$ cat src/rtl/pbit_sweep.sv
// rtl/pbit_sweep.sv - sequential p-bit sweep controller driving an external energy-delta encoder
//
// Ports:
//   clk, rst_n             clock, asynchronous active-low reset
//   start                  one-cycle run request, honoured only while idle
//   init_state, n_sweeps   run setup, captured with an accepted start
//   noise_mask             mask applied to the LFSR draw (noise build only)
//   enc_state, enc_index   current state and one-hot flip index to the encoder
//   enc_delta              encoder result: energy change if the indexed bit flips
//   busy, done             run in progress / one-cycle completion pulse
//   energy                 running sum of accepted deltas for the current run
//
// Build option: PBIT_SWEEP_NOISE_EN selects noisy acceptance; otherwise greedy.

module pbit_sweep #(
    parameter int          PBITS     = 8,
    parameter logic [15:0] LFSR_SEED = 16'hACE1
) (
    input  logic                clk,
    input  logic                rst_n,
    input  logic                start,
    input  logic [PBITS-1:0]    init_state,
    input  logic [15:0]         n_sweeps,
    input  logic [15:0]         noise_mask,
    output logic [PBITS-1:0]    enc_state,
    output logic [PBITS-1:0]    enc_index,
    input  logic signed [31:0]  enc_delta,
    output logic                busy,
    output logic                done,
    output logic signed [31:0]  energy
);

    localparam int              KW     = (PBITS > 1) ? $clog2(PBITS) : 1;
    localparam logic [KW-1:0]   K_LAST = KW'(PBITS - 1);

    typedef enum logic [2:0] {
        S_IDLE,
        S_LOAD,
        S_PROPOSE,
        S_DECIDE,
        S_FINISH
    } fsm_t;

    fsm_t                fsm_q;
    fsm_t                fsm_d;
    logic [PBITS-1:0]    state_q;
    logic [KW-1:0]       k_q;
    logic [15:0]         sweep_q;
    logic signed [31:0]  delta_q;
    logic signed [31:0]  energy_q;
    logic [PBITS-1:0]    onehot;
    logic                accept;
    logic                last_bit;

    assign onehot   = PBITS'(1) << k_q;
    assign last_bit = (k_q == K_LAST);

`ifdef PBIT_SWEEP_NOISE_EN
    logic [15:0] lfsr_q;

    // Galois form of x^16+x^14+x^13+x^11+1, shifting right; one step per decision.
    always_ff @(posedge clk or negedge rst_n) begin
        if (!rst_n) begin
            lfsr_q <= LFSR_SEED;
        end else if (fsm_q == S_DECIDE) begin
            lfsr_q <= (lfsr_q >> 1) ^ (lfsr_q[0] ? 16'hB400 : 16'h0000);
        end
    end

    // Noise is zero-extended, so the compare is signed against a non-negative value.
    assign accept = (delta_q < $signed({16'b0, lfsr_q & noise_mask}));
`else
    logic unused_noise;
    assign unused_noise = ^{noise_mask, LFSR_SEED};

    // Strictly downhill only; a zero delta is rejected.
    assign accept = delta_q[31];
`endif

    always_ff @(posedge clk or negedge rst_n) begin
        if (!rst_n) begin
            fsm_q <= S_IDLE;
        end else begin
            fsm_q <= fsm_d;
        end
    end

    always_comb begin
        fsm_d = fsm_q;
        case (fsm_q)
            S_IDLE:    if (start) fsm_d = S_LOAD;
            S_LOAD:    fsm_d = (sweep_q == 16'd0) ? S_FINISH : S_PROPOSE;
            S_PROPOSE: fsm_d = S_DECIDE;
            // Last bit of the last sweep: the counter is about to reach zero.
            S_DECIDE:  fsm_d = (last_bit && sweep_q == 16'd1) ? S_FINISH : S_PROPOSE;
            S_FINISH:  fsm_d = S_IDLE;
            default:   fsm_d = S_IDLE;
        endcase
    end

    always_ff @(posedge clk or negedge rst_n) begin
        if (!rst_n) begin
            state_q  <= '0;
            k_q      <= '0;
            sweep_q  <= 16'd0;
            delta_q  <= 32'sd0;
            energy_q <= 32'sd0;
        end else begin
            case (fsm_q)
                S_IDLE: begin
                    if (start) begin
                        state_q  <= init_state;
                        sweep_q  <= n_sweeps;
                        energy_q <= 32'sd0;
                    end
                end
                S_LOAD: begin
                    k_q <= '0;
                end
                S_PROPOSE: begin
                    delta_q <= enc_delta;
                end
                S_DECIDE: begin
                    // Committing here means the next bit's proposal sees this flip.
                    if (accept) begin
                        state_q  <= state_q ^ onehot;
                        energy_q <= energy_q + delta_q;
                    end
                    if (last_bit) begin
                        k_q     <= '0;
                        sweep_q <= sweep_q - 16'd1;
                    end else begin
                        k_q <= k_q + KW'(1);
                    end
                end
                default: begin
                end
            endcase
        end
    end

    assign enc_state = state_q;
    assign enc_index = (fsm_q == S_PROPOSE || fsm_q == S_DECIDE) ? onehot : '0;
    assign busy      = (fsm_q == S_LOAD || fsm_q == S_PROPOSE || fsm_q == S_DECIDE);
    assign done      = (fsm_q == S_FINISH);
    assign energy    = energy_q;

endmodule

$ cat config.mk
export PLATFORM = sky130hd
export DESIGN_NAME = pbit_sweep
export DESIGN_NICKNAME = d
export VERILOG_FILES = /design/src/rtl/pbit_sweep.sv
export SDC_FILE = /design/constraint.sdc
export NUM_CORES = 1
export LEC_CHECK = 0
export ABC_AREA = 1
export BUFFER_PORTS_ARGS = -buffer_cell sky130_fd_sc_hd__buf_2
export CORE_UTILIZATION = 25
export CTS_CLUSTER_SIZE = 24
export DETAILED_ROUTE_END_ITERATION = 8
export PLACE_DENSITY = 0.53
export RECOVER_POWER = 50
export SLEW_MARGIN = 20
export SYNTH_ARGS = -nofsm -noshare
export SYNTH_HDL_FRONTEND = slang
export SYNTH_SLANG_ARGS = --single-unit
$ cat constraint.sdc
create_clock -name clk -period 5.1 [get_ports clk]
set_clock_uncertainty 0.05 [all_clocks]
set_input_delay 0.765 -clock clk [delete_from_list [all_inputs] [get_ports clk]]
set_output_delay 0.765 -clock clk [all_outputs]
set_load 0.005 [all_outputs]
**Word level (Yosys, flattened, before mapping)**

Cells that the tools add are included.

- Shift operators: 1
- Bitwise gates (word level): 1
- Add/subtract/negate cells: 3
- Reduce and logical (&&, ||, !) cells: 10
- Equal/unequal tests: 9
- Multiplexer cells: 16

Operator list:

| kind | number |
|---|---|
| $mux W32 | 2 |
| $pmux W32 S2 | 1 |
| $add A32 B32 Y32 | 1 |
| $mux W16 | 2 |
| $pmux W16 S2 | 1 |
| $mux W8 | 3 |
| $eq A16 B1 Y1 const B | 1 |
| $logic_not A16 Y1 | 1 |
| $pmux W8 S2 | 1 |
| $sub A16 B1 Y16 const B | 1 |
| $mux W3 | 4 |
| $pmux W3 S4 | 1 |
| $shl A1 B3 Y8 const A | 1 |
| $xor A8 B8 Y8 | 1 |
| $eq A3 B2 Y1 const B | 2 |
| $eq A3 B3 Y1 const B | 2 |
| $ne A2 B2 Y1 const B | 3 |
| $pmux W3 S2 | 1 |
| $reduce_and A3 Y1 | 2 |
| $reduce_bool A2 Y1 | 2 |
| $add A3 B1 Y3 const B | 1 |
| $eq A3 B1 Y1 const B | 1 |
| $logic_not A3 Y1 | 1 |
| $logic_or A1 B1 Y1 | 3 |
| $logic_and A1 B1 Y1 | 1 |

- Register bits after elaboration: 94
- Output and inout bits: 50
- Bits of input ports: 75

**Logic depth before layout (Yosys ltp)**

Gate-level depths: netlist (run 1).

- Depth after elaboration: 4
- Gate-level depth with buffers: 14
- Mapped depth without buffers: 14

**Least setup slack after synthesis (run 1)**

OpenSTA, ideal clock, no wires.

- Path kind: register to register
- Start: reg energy_q[0], in the netlist energy[0]
- End: reg energy_q[28], in the netlist energy[28]
- Library setup time: 0.117 ns
- Stages on the path, launching flop included: 14
- Data required time: 4.933 ns
- Data arrival time: 1.698 ns
- Path slack: 3.235 ns
- Path through: dfrtp_1 > ha_1 > inv_1 > fa_1 > inv_1 > nand3_1 > nand3_1 > nand3_1 > nand3_1 > nand2_1 > nand2_1 > nand2_1 > nand3_1 > nand2_1

- Cells in the longest elaborated chain, start to end: 3

RTL lines:

| what | line | text |
|---|---|---|
| from (decl) | 50 | `logic signed [31:0] energy_q;` |
| from (signal assigned) | 127 | `energy_q <= energy_q + delta_q;` |
| $add A32 B32 Y32 | 127 |  |
| $mux W32 | 125 | `if (accept) begin` |
| $pmux W32 S2 | 109 | `case (fsm_q)` |

Every way passes these cells. The select of a mux whose other input is x is not followed.
A chain may end at the register's enable or synchronous reset.

==> flow_summary.toml, run 1 <==
[status]
outcome = "complete, but fails checks"
violations = "capacitance limit, slew limit"

[worst_setup_path]
worstPathArrival_ns = 3.59
max_stage_delay_ns = 1.97
timing.critical_path.fanout_max = 48
critPathLaunch = "rst_n"
path_buf_inv = 2
worst-endpoint-required_ns = 5.48
worst_setup_path_end_kind = "async pin"
critical-path-slowest-cell = "sky130_fd_sc_hd__clkbuf_1"
worst_setup_path_start_kind = "input pin"
worst_path_dominant_cell_family = "buffers and inverters"
crit_path_cell_trace = "clkbuf_1 -> buf_4"
r2r_start = "fsm_q[2]"
cp_num_cells = 2
r2r.worst_path.cells = 9
worst-setup-path-type = "input pin to async pin"

[floorplan]
io_pins = 125
fp-row-count = 59
die-area_mm2 = 0.0272
core_mm2 = 0.0261
initial_utilization_pct = 25.5
floorplan.die.width_um = 165
die_height_um = 165

[power]
totalPowerFinal_mw = 5.31
internal_power_component_mw = 2.69
combinationalPowerShare_pct = 60.1
power_leakage_nw = 4.21
power.switching_mw = 2.62
vdd_ir_drop_max_mv = 0.205
powerDensity_mw_per_mm2 = 681
netSwitchingFraction_pct = 49.4
p_seq_share_pct = 25.7
clk_network_pwr_share_pct = 14.2

[synthesis]
ys_warn_count = 0
postSynthRegisterBits = 94
post_synth_main_area_contributors = "sky130_fd_sc_hd__dfrtp_1 (35%), sky130_fd_sc_hd__nand2_1 (19%), sky130_fd_sc_hd__inv_1 (8.0%)"
post_synth_top_area_cell = "sky130_fd_sc_hd__dfrtp_1"
synth_top_flop_cell = "sky130_fd_sc_hd__dfrtp_1"
synth_commonest_cells = "sky130_fd_sc_hd__nand2_1 (338), sky130_fd_sc_hd__inv_1 (141), sky130_fd_sc_hd__dfrtp_1 (94), sky130_fd_sc_hd__nor2_1 (75), sky130_fd_sc_hd__nand3_1 (60)"
synth.top_cell.area_share_pct = 35.4
post-synth-top-count-cell = "sky130_fd_sc_hd__nand2_1"
synthesis.nets = 1069
synth_sequential_area_ratio_pct = 35.4
post_synth_inst_count = 953
synth_edf_count = 0
synth_area_mm2 = 0.00665
yosysUniqueCellTypes = 44
synth-async-reset-ratio_pct = 100
syn-mean-instance-area_um2 = 6.97

[layout]
ant_diodes = 0
post_route_cells_drive_above_1_share_pct = 13.7
final_core_utilization_pct = 29.9
fin_area_mm2 = 0.00780
area.growth.synth_to_final_pct = 17.3
area.sequential_mm2 = 0.00235
layout.cells.non_filler = 1397
design.final.nets = 1173
total_area_of_multi_input_combinational_cells_mm2 = 0.00364
num-fill-cells = 2865

[detailed_routing]
postRouteWirelength_mm = 18.9
met3_length_mm = 1.01
antenna_violating_nets_post_route = 0
post_drt_via_cell_ratio = 4.39
detailedRoute.firstPassIterationCount = 5
detail_route.wl_per_cell_um = 13.5
met2WireLength_mm = 8.79
drtIter0Drc = 360
highest_routing_layer_actually_used = "met5"
via_count = 6132
routedLengthMet1_mm = 8.77
drc_errors = 0

[timing]
layout_min_cycle_time_ns = 3.21
tightestPinTransition_ns = 2.84
maxSlewHeadroom_pct = -89.2
total_neg_setup_slack_ns = 0
setup_slack_ns = 1.89
timing_hold_violations_final = 0
rsz0062_at_grt = "no"
finalCritPeriodShare_pct = 62.9
achievable-frequency_mhz = 312
worst_hold_slack_ns = 0.443
setup_violations = 0
finalMaxSlewViolations = 49

[worst_hold_path]
min_delay_path_depth = 2
holdCritStartpoint = "sweep_q[10]"
min-delay-path-class = "flip-flop to flip-flop"

[grt]
grt_antenna_before_repair = 2
grt_pass1_vias = 5910
largest_net_degree_at_the_start_of_global_routing = 49
grt_usage_pct = 14.4
global_route_wire_length_before_repair_mm = 30.6
grt.overflow.total = 0

[placement]
place_ws_ns = 2.11
port_buf_inserts = 108
routabilityCongestion = 0.891
place_inst = 1381
detailed_place_hpwl_mm = 14.3
dpl-instance-area_mm2 = 0.00751

[clocking]
num_clock_sinks = 94
cts_max_level = 3
post_cts.resized_instances = 0
post-cts-setup-buffers = 0
cts-root-buf = "sky130_fd_sc_hd__clkbuf_16"
worst_setup_hold_path_clk_slew_ns = 0.07
worst_skew_pair.late_latency_ns = 0.35
cts-hold-fix-buffers = 0
cts-buffers-inserted = 9
cts-root-to-sink-buffers = 2
tritoncts_clock_tree = "built"

[run]
max_cap_viols = 1
metal layers:
metal  vias to the layer above  GRT usage, %
met5                         -             0
met4                         4          4.17
met3                        17          3.30
met2                       118          23.9
met1                      2770          18.6
li1                       3223             -
sequential cells by signal (all words and copies together), names as in the netlist:
name / count
enc_state: 8
k_q: 3
fsm_q: 3
delta_q: 32
energy: 32
sweep_q: 16
power groups by stage:
stage	Clock, mW	Sequential (mW)	Combinational [mW]
after detailed placement	0	1.37	3.23
after global placement	0	1.37	3.20
after CTS	0.778	1.36	3.25
after global routing	0.807	1.42	3.68
after floorplan	0	1.32	2.36
final	0.753	1.36	3.19
area by class of cell:
class	count	share of cell area (%)
multi-input combinational	697	46.7
sequential	94	30.2
inverter	146	7.03
timing repair buffer	109	6.56
tap	335	5.38
clock buffer	10	3.07
clock inverter	6	1.08
logic make-up (layout without fill, tap and decap cells):
family	count (synthesis)	count (layout)	share of synthesized area [%]
adders and majority gates	41	41	7.83
and+or+nand+nor	498	498	30.5
buffers and inverters	162	271	9.81
AOI/OAI and AO/OA	120	120	10.3
DFF	94	94	35.4
muxes	31	31	5.25
xor gates and xnor gates	7	7	0.922
final timing paths:
path	slack, ns	to
max	1.89	energy[2]
min	0.44	sweep_q[10]
max reg2reg	2.15	enc_state[3]
min reg2reg	0.44	sweep_q[10]
max in group clk	2.15	enc_state[3]
min in group asynchronous	1.26	enc_state[4]
worst register-to-register path, delay by kind of cell, from the launching register on:
family | cells | cell delay (ns)
AO/OA/AOI/OAI | 2 | 0.28
buffers and inverters | 2 | 0.55
flip-flops | 1 | 0.40
AND/OR/NAND/NOR | 5 | 1.58
cell usage in the layout, fill, tap and decap left out, types with 2 or more instances in the layout:
master                      instances
sky130_fd_sc_hd__clkinv_2           3
sky130_fd_sc_hd__inv_1            141
sky130_fd_sc_hd__xor2_1             3
sky130_fd_sc_hd__o21ai_0           38
sky130_fd_sc_hd__inv_2              4
sky130_fd_sc_hd__nand3b_1           2
sky130_fd_sc_hd__o21bai_1           3
sky130_fd_sc_hd__nor2_2             2
sky130_fd_sc_hd__a22o_1             2
sky130_fd_sc_hd__a21oi_1           47
sky130_fd_sc_hd__clkbuf_1          28
sky130_fd_sc_hd__ha_1              40
sky130_fd_sc_hd__nand3_1           60
sky130_fd_sc_hd__o21a_1             5
sky130_fd_sc_hd__nor3_1             5
sky130_fd_sc_hd__nand2_2            6
sky130_fd_sc_hd__dfrtp_1           94
sky130_fd_sc_hd__nand2_4            2
sky130_fd_sc_hd__mux2_2            31
sky130_fd_sc_hd__buf_2             79
sky130_fd_sc_hd__o21ai_1            6
sky130_fd_sc_hd__clkbuf_16          9
sky130_fd_sc_hd__o22ai_1            8
sky130_fd_sc_hd__nand2_1          338
sky130_fd_sc_hd__nor2_1            75
sky130_fd_sc_hd__and2_1             2
sky130_fd_sc_hd__xnor2_1            4
sky130_fd_sc_hd__nand4_1            3
sky130_fd_sc_hd__bufinv_16          2
(Power assumes the default switching activity.)
==> run 2: changes to the inputs <==
==> constraint.sdc (replaced) <==
create_clock -name clk -period 3.3 [get_ports clk]
set_clock_uncertainty 0.05 [all_clocks]
set_input_delay 0.495 -clock clk [delete_from_list [all_inputs] [get_ports clk]]
set_output_delay 0.495 -clock clk [all_outputs]
set_load 0.005 [all_outputs]
==> run 2 against run 1 <==
The flow now finishes without violations. Critical path depth rose by 11. Utilization grew 0.13 points. Die area did not move. Sequential power rose by 55%. Global-route usage about the same. Via count up 0.51%. Flip-flop and latch count did not move. Critical path type is now flip-flop to flip-flop. Clock power increased by 54%. Cell area grew 0.45%. Final cell count increased by 0.21%.
==> flow_summary.toml, run 2 (synthesis results as in run 1) <==
[status]
outcome = "complete, no violations"

[floorplan]
floorplan.die.width_um = 165
initial_utilization_pct = 25.5
fp-row-count = 59
die-area_mm2 = 0.0272
io_pins = 125
die_height_um = 165
core_mm2 = 0.0261

[worst_setup_path]
ff2ff_setup_slack_ns = 0.89
r2r_start = "energy[0]"
regToRegEndpoint = "energy[28]"
worst_setup_path_start_kind = "flip-flop"
r2r.worst_path.cells = 13
worst-setup-path-type = "flip-flop to flip-flop"
timing.critical_path.fanout_max = 4
worst-endpoint-required_ns = 3.48
worstPathArrival_ns = 2.58
worst_setup_path_end_kind = "flip-flop"

[grt]
grt.overflow.total = 0
grt_pass1_vias = 5955
largest_net_degree_at_the_start_of_global_routing = 51
grt_usage_pct = 14.5
global_route_wire_length_before_repair_mm = 30.5
grt_antenna_before_repair = 1

[layout]
mostFrequentLayoutCell = "sky130_fd_sc_hd__nand2_1"
design.final.nets = 1175
top_library_cells_by_usage_in_the_layout_fill_and_taps_aside = "sky130_fd_sc_hd__nand2_1 (338), sky130_fd_sc_hd__inv_1 (141), sky130_fd_sc_hd__dfrtp_1 (94)"
fin_area_mm2 = 0.00783
final_core_utilization_pct = 30.1
post_route_cells_drive_above_1_share_pct = 15.3
area.growth.synth_to_final_pct = 17.8
num-fill-cells = 2874

[worst_hold_path]
min_delay_path_depth = 2
holdPathEnd = "delta_q[19]"
holdCritStartpoint = "enc_delta[19]"
min-delay-path-class = "input pin to flip-flop"

[timing]
finalMaxSlewViolations = 0
layout_min_cycle_time_ns = 2.41
setup_violations = 0
finalCritPeriodShare_pct = 72.9
tightestPinTransition_ns = 1.28
timing_hold_violations_final = 0
rsz0062_at_grt = "no"
achievable-frequency_mhz = 416
maxSlewHeadroom_pct = 14.9
total_neg_setup_slack_ns = 0
worst_hold_slack_ns = 0.317

[power]
power_leakage_nw = 4.25
vdd_ir_drop_max_mv = 0.334
totalPowerFinal_mw = 8.23
powerDensity_mw_per_mm2 = 1050

[clocking]
cts-buffers-inserted = 9
num_clock_sinks = 94
post_cts.resized_instances = 0
cts-root-buf = "sky130_fd_sc_hd__clkbuf_16"
post-cts-setup-buffers = 0
cts-hold-fix-buffers = 0
cts_max_level = 3
worst_skew_pair.late_latency_ns = 0.36
worst_setup_hold_path_clk_slew_ns = 0.07
cts-root-to-sink-buffers = 2
tritoncts_clock_tree = "built"

[detailed_routing]
post_drt_via_cell_ratio = 4.40
via_count = 6163
detail_route.wl_per_cell_um = 13.3
antenna_violating_nets_post_route = 0
drc_errors = 0
drtIter0Drc = 378
detailedRoute.firstPassIterationCount = 5
postRouteWirelength_mm = 18.7

[placement]
dpl-instance-area_mm2 = 0.00754
routabilityCongestion = 0.904
detailed_place_hpwl_mm = 14.4
port_buf_inserts = 108

[run]
max_cap_viols = 0
[run 2: report_power, final]
group	switching [mW]	internal (mW)
Clock	0.492	0.666
Combinational	3.15	1.82
Sequential	0.430	1.68
[run 2: worst max-delay path by stage]
| stage | from | end | slack [ns] | cells after the start |
|---|---|---|---|---|
| global route | rst_n | energy[29] | 0.50 | 2 |
| finish | energy[0] | energy[28] | 0.89 | 13 |
| floorplan | energy[0] | energy[28] | 1.43 | 13 |
| global placement | fsm_q[0] | energy[0] | 0.92 | 5 |
| CTS | fsm_q[0] | energy[0] | 0.89 | 5 |
| detailed placement | fsm_q[0] | energy[0] | 0.90 | 5 |
[run 2: layout make-up]
| cell class | count | area, um^2 | area share, % |
|---|---|---|---|
| Multi-Input combinational cell | 697 | 3640 | 46.5 |
| Sequential cell | 94 | 2350 | 30.0 |
| Inverter | 146 | 548 | 7.00 |
| Timing Repair Buffer | 111 | 543 | 6.93 |
| Tap cell | 335 | 419 | 5.35 |
| Clock buffer | 9 | 225 | 2.88 |
| Clock inverter | 7 | 98.8 | 1.26 |
| Antenna cell | 1 | 2.50 | 0.0320 |
[run 2: critical path, stage by stage (launching register included)]
cell and delay [ns]:
sky130_fd_sc_hd__dfrtp_1 0.39, sky130_fd_sc_hd__ha_1 0.23, sky130_fd_sc_hd__inv_1 0.07, sky130_fd_sc_hd__fa_1 0.38, sky130_fd_sc_hd__inv_1 0.14, sky130_fd_sc_hd__nand3_1 0.08
sky130_fd_sc_hd__nand3_1 0.19, sky130_fd_sc_hd__nand3_1 0.11, sky130_fd_sc_hd__nand3_1 0.19, sky130_fd_sc_hd__nand2_1 0.14, sky130_fd_sc_hd__nand2_1 0.09, sky130_fd_sc_hd__nand2_1 0.04
sky130_fd_sc_hd__nand3_1 0.08, sky130_fd_sc_hd__nand2_1 0.09
[run 2: per-stage QoR]
step / setup WS (ns) / instances
final: 0.895 / 1400
after detailed placement: 0.904 / 1383
after CTS: 0.891 / 1399
after floorplan: 1.43 / 953
after global placement: 0.916 / 1383
after global routing: 0.495 / 1399
[run 2: routing by layer]
layer | vias to the layer above | track usage [%] | routed length [um]
li1 | 3231 | - | -
met1 | 2767 | 18.7 | 8670
met2 | 138 | 23.7 | 8650
met3 | 25 | 3.40 | 1040
met4 | 2 | 4.38 | 317
met5 | - | 0 | 17
==> run 3: changes to the inputs <==
--- a/config.mk
+++ b/config.mk
@@ -10,7 +10,7 @@
 export CORE_UTILIZATION = 25
 export CTS_CLUSTER_SIZE = 24
 export DETAILED_ROUTE_END_ITERATION = 8
-export PLACE_DENSITY = 0.53
+export PLACE_DENSITY = 0.55
 export RECOVER_POWER = 50
 export SLEW_MARGIN = 20
 export SYNTH_ARGS = -nofsm -noshare
==> constraint.sdc (replaced) <==
create_clock -name clk -period 2.05 [get_ports clk]
set_clock_uncertainty 0.05 [all_clocks]
set_input_delay 0.3075 -clock clk [delete_from_list [all_inputs] [get_ports clk]]
set_output_delay 0.3075 -clock clk [all_outputs]
set_load 0.005 [all_outputs]
==> run 3 against run 2 <==
Utilization up 1.5 points. Clock power increased by 45%. Via count increased by 2.0%. Critical path depth grew 1. Sequential share of layout area down 1.5 points. Largest cell class unchanged.
==> flow_summary.toml, run 3 (synthesis results as in run 1) <==
[worst_setup_path]
cp_common_cell = "sky130_fd_sc_hd__nand2_1"
worst_setup_path_start_kind = "flip-flop"
worst_setup_path_end_kind = "flip-flop"
worstPathArrival_ns = 2.14
timing.critical_path.fanout_max = 4
worst-endpoint-required_ns = 2.24
critical-path-slowest-cell = "sky130_fd_sc_hd__dfrtp_1"
crit_path_cell_trace = "ha_2 -> inv_1 -> fa_2 -> inv_1 -> buf_4 -> nand2_1 -> nand3_2 -> nand2_1 -> nand2_2 -> nand2_1 -> nand2_1 -> nand2_1 -> nand3_1 -> nand2_1"
worst-setup-path-type = "flip-flop to flip-flop"
max_stage_delay_ns = 0.37

[clocking]
num_clock_sinks = 94
worst_setup_hold_path_clk_slew_ns = 0.08
tritoncts_clock_tree = "built"
cts-buffers-inserted = 9
cts-root-to-sink-buffers = 2
cts-root-buf = "sky130_fd_sc_hd__clkbuf_16"
worst_skew_pair.late_latency_ns = 0.36
cts_max_level = 3

[layout]
num-fill-cells = 2835
mostFrequentLayoutCell = "sky130_fd_sc_hd__nand2_1"
layout.cells.non_filler = 1425
post_route_cells_drive_above_1_share_pct = 20.2
area.growth.synth_to_final_pct = 23.9
design.final.nets = 1201
ant_diodes = 0
top_library_cells_by_usage_in_the_layout_fill_and_taps_aside = "sky130_fd_sc_hd__nand2_1 (330), sky130_fd_sc_hd__inv_1 (140), sky130_fd_sc_hd__dfrtp_1 (94)"
final_core_utilization_pct = 31.6

[detailed_routing]
detailedRoute.firstPassIterationCount = 4
detail_route.wl_per_cell_um = 13.3
drc_errors = 0
antenna_violating_nets_post_route = 0
post_drt_via_cell_ratio = 4.41
postRouteWirelength_mm = 18.9
drtIter0Drc = 311
via_count = 6286

[placement]
place_ws_ns = -0.0509
routabilityCongestion = 0.917
port_buf_inserts = 108
detailed_place_hpwl_mm = 14.5
place_inst = 1405

[floorplan]
floorplan.die.width_um = 165
io_pins = 125
fp-row-count = 59
initial_utilization_pct = 25.5
core_mm2 = 0.0261
die-area_mm2 = 0.0272
die_height_um = 165

[grt]
grt_usage_pct = 14.5
grt.overflow.total = 0
largest_net_degree_at_the_start_of_global_routing = 38
grt_antenna_before_repair = 2
global_route_wire_length_before_repair_mm = 30.9
grt_pass1_vias = 6175

[timing]
layout_min_cycle_time_ns = 1.95
timing_hold_violations_final = 0
maxSlewHeadroom_pct = 27.8
achievable-frequency_mhz = 512
finalMaxSlewViolations = 0
tightestPinTransition_ns = 1.08
finalCritPeriodShare_pct = 95.3
setup_slack_ns = 0.0967
rsz0062_at_grt = "yes"
setup_violations = 0
worst_hold_slack_ns = 0.131

[power]
powerDensity_mw_per_mm2 = 1710
vdd_ir_drop_max_mv = 0.534
power_leakage_nw = 4.40

[run]
max_cap_viols = 0

[status]
outcome = "complete, no violations"

[worst_hold_path]
min-delay-path-class = "input pin to flip-flop"
run 3: cell count changes in the layout (fill, tap and decap cells not counted), sizes merged:
cell         previous run  this run
clkinvlp                4         2
buf                    96       120
bufinv                  2         0
clkbuf                 24        25
inv                   145       149
diode                   1         0
dlygate4sd3             0         1
run 3: critical path, delay by kind of cell, from the launching register on:
kind	cells	cell delay (ns)
AND/OR/NAND/NOR	9	0.62
flip-flops	1	0.37
adder cells (fa/ha/maj)	2	0.53
buffers and inverters	3	0.26
run 3: through the flow:
step                      total power, mW  instance area (um^2)  TNS [ns]
after floorplan                      9.15                  6650         0
after global placement               11.8                  7740   -0.0298
after detailed placement             11.9                  7740   -0.0509
after CTS                            13.7                  8050         0
after global routing                 15.6                  8230    -0.103
final                                14.1                  8230         0
run 3: area by class of cell:
class                           count  area [um^2]  area share [%]
Clock buffer                        9          225            2.74
Clock inverter                      7         62.6           0.760
Inverter                          146          552            6.70
Multi-Input combinational cell    697         3830            46.5
Sequential cell                    94         2350            28.6
Tap cell                          335          419            5.09
Timing Repair Buffer              137          791            9.60
run 3: what timing repair did:
action,CTS,global route
gates cloned,0,0
pin swaps,0,1
hold endpoints to repair,35,0
setup endpoints to repair,3,20
setup buffers,0,3
gates resized for setup,3,32
hold buffers,1,0
run 3: final timing paths:
check	from	endpoint	slack [ns]	cells after the start
worst min-delay path	enc_delta[25]	delta_q[25]	0.13	2
worst max-delay path	energy[0]	energy[22]	0.1	14
worst min register to register	energy[25]	energy[25]	0.46	2
worst max register to register	energy[0]	energy[22]	0.1	14
min in group asynchronous	rst_n	enc_state[5]	0.64	2
max in group asynchronous	rst_n	energy[23]	0.58	3
run 3: where the power goes:
| part | total, mW | internal [mW] | switching (mW) | leakage, nW |
|---|---|---|---|---|
| combinational | 8.93 | 3.62 | 5.31 | 3.14 |
| clock | 1.68 | 0.853 | 0.825 | 0.139 |
| sequential | 3.45 | 2.71 | 0.741 | 1.12 |
| total | 14.1 | 7.17 | 6.88 | 4.40 |
run 3: per-layer routing:
metal	track usage [%]	wire, um
met2	24.7	9050
met1	18.5	8700
met5	0	8
met3	2.82	968
met4	3.84	190
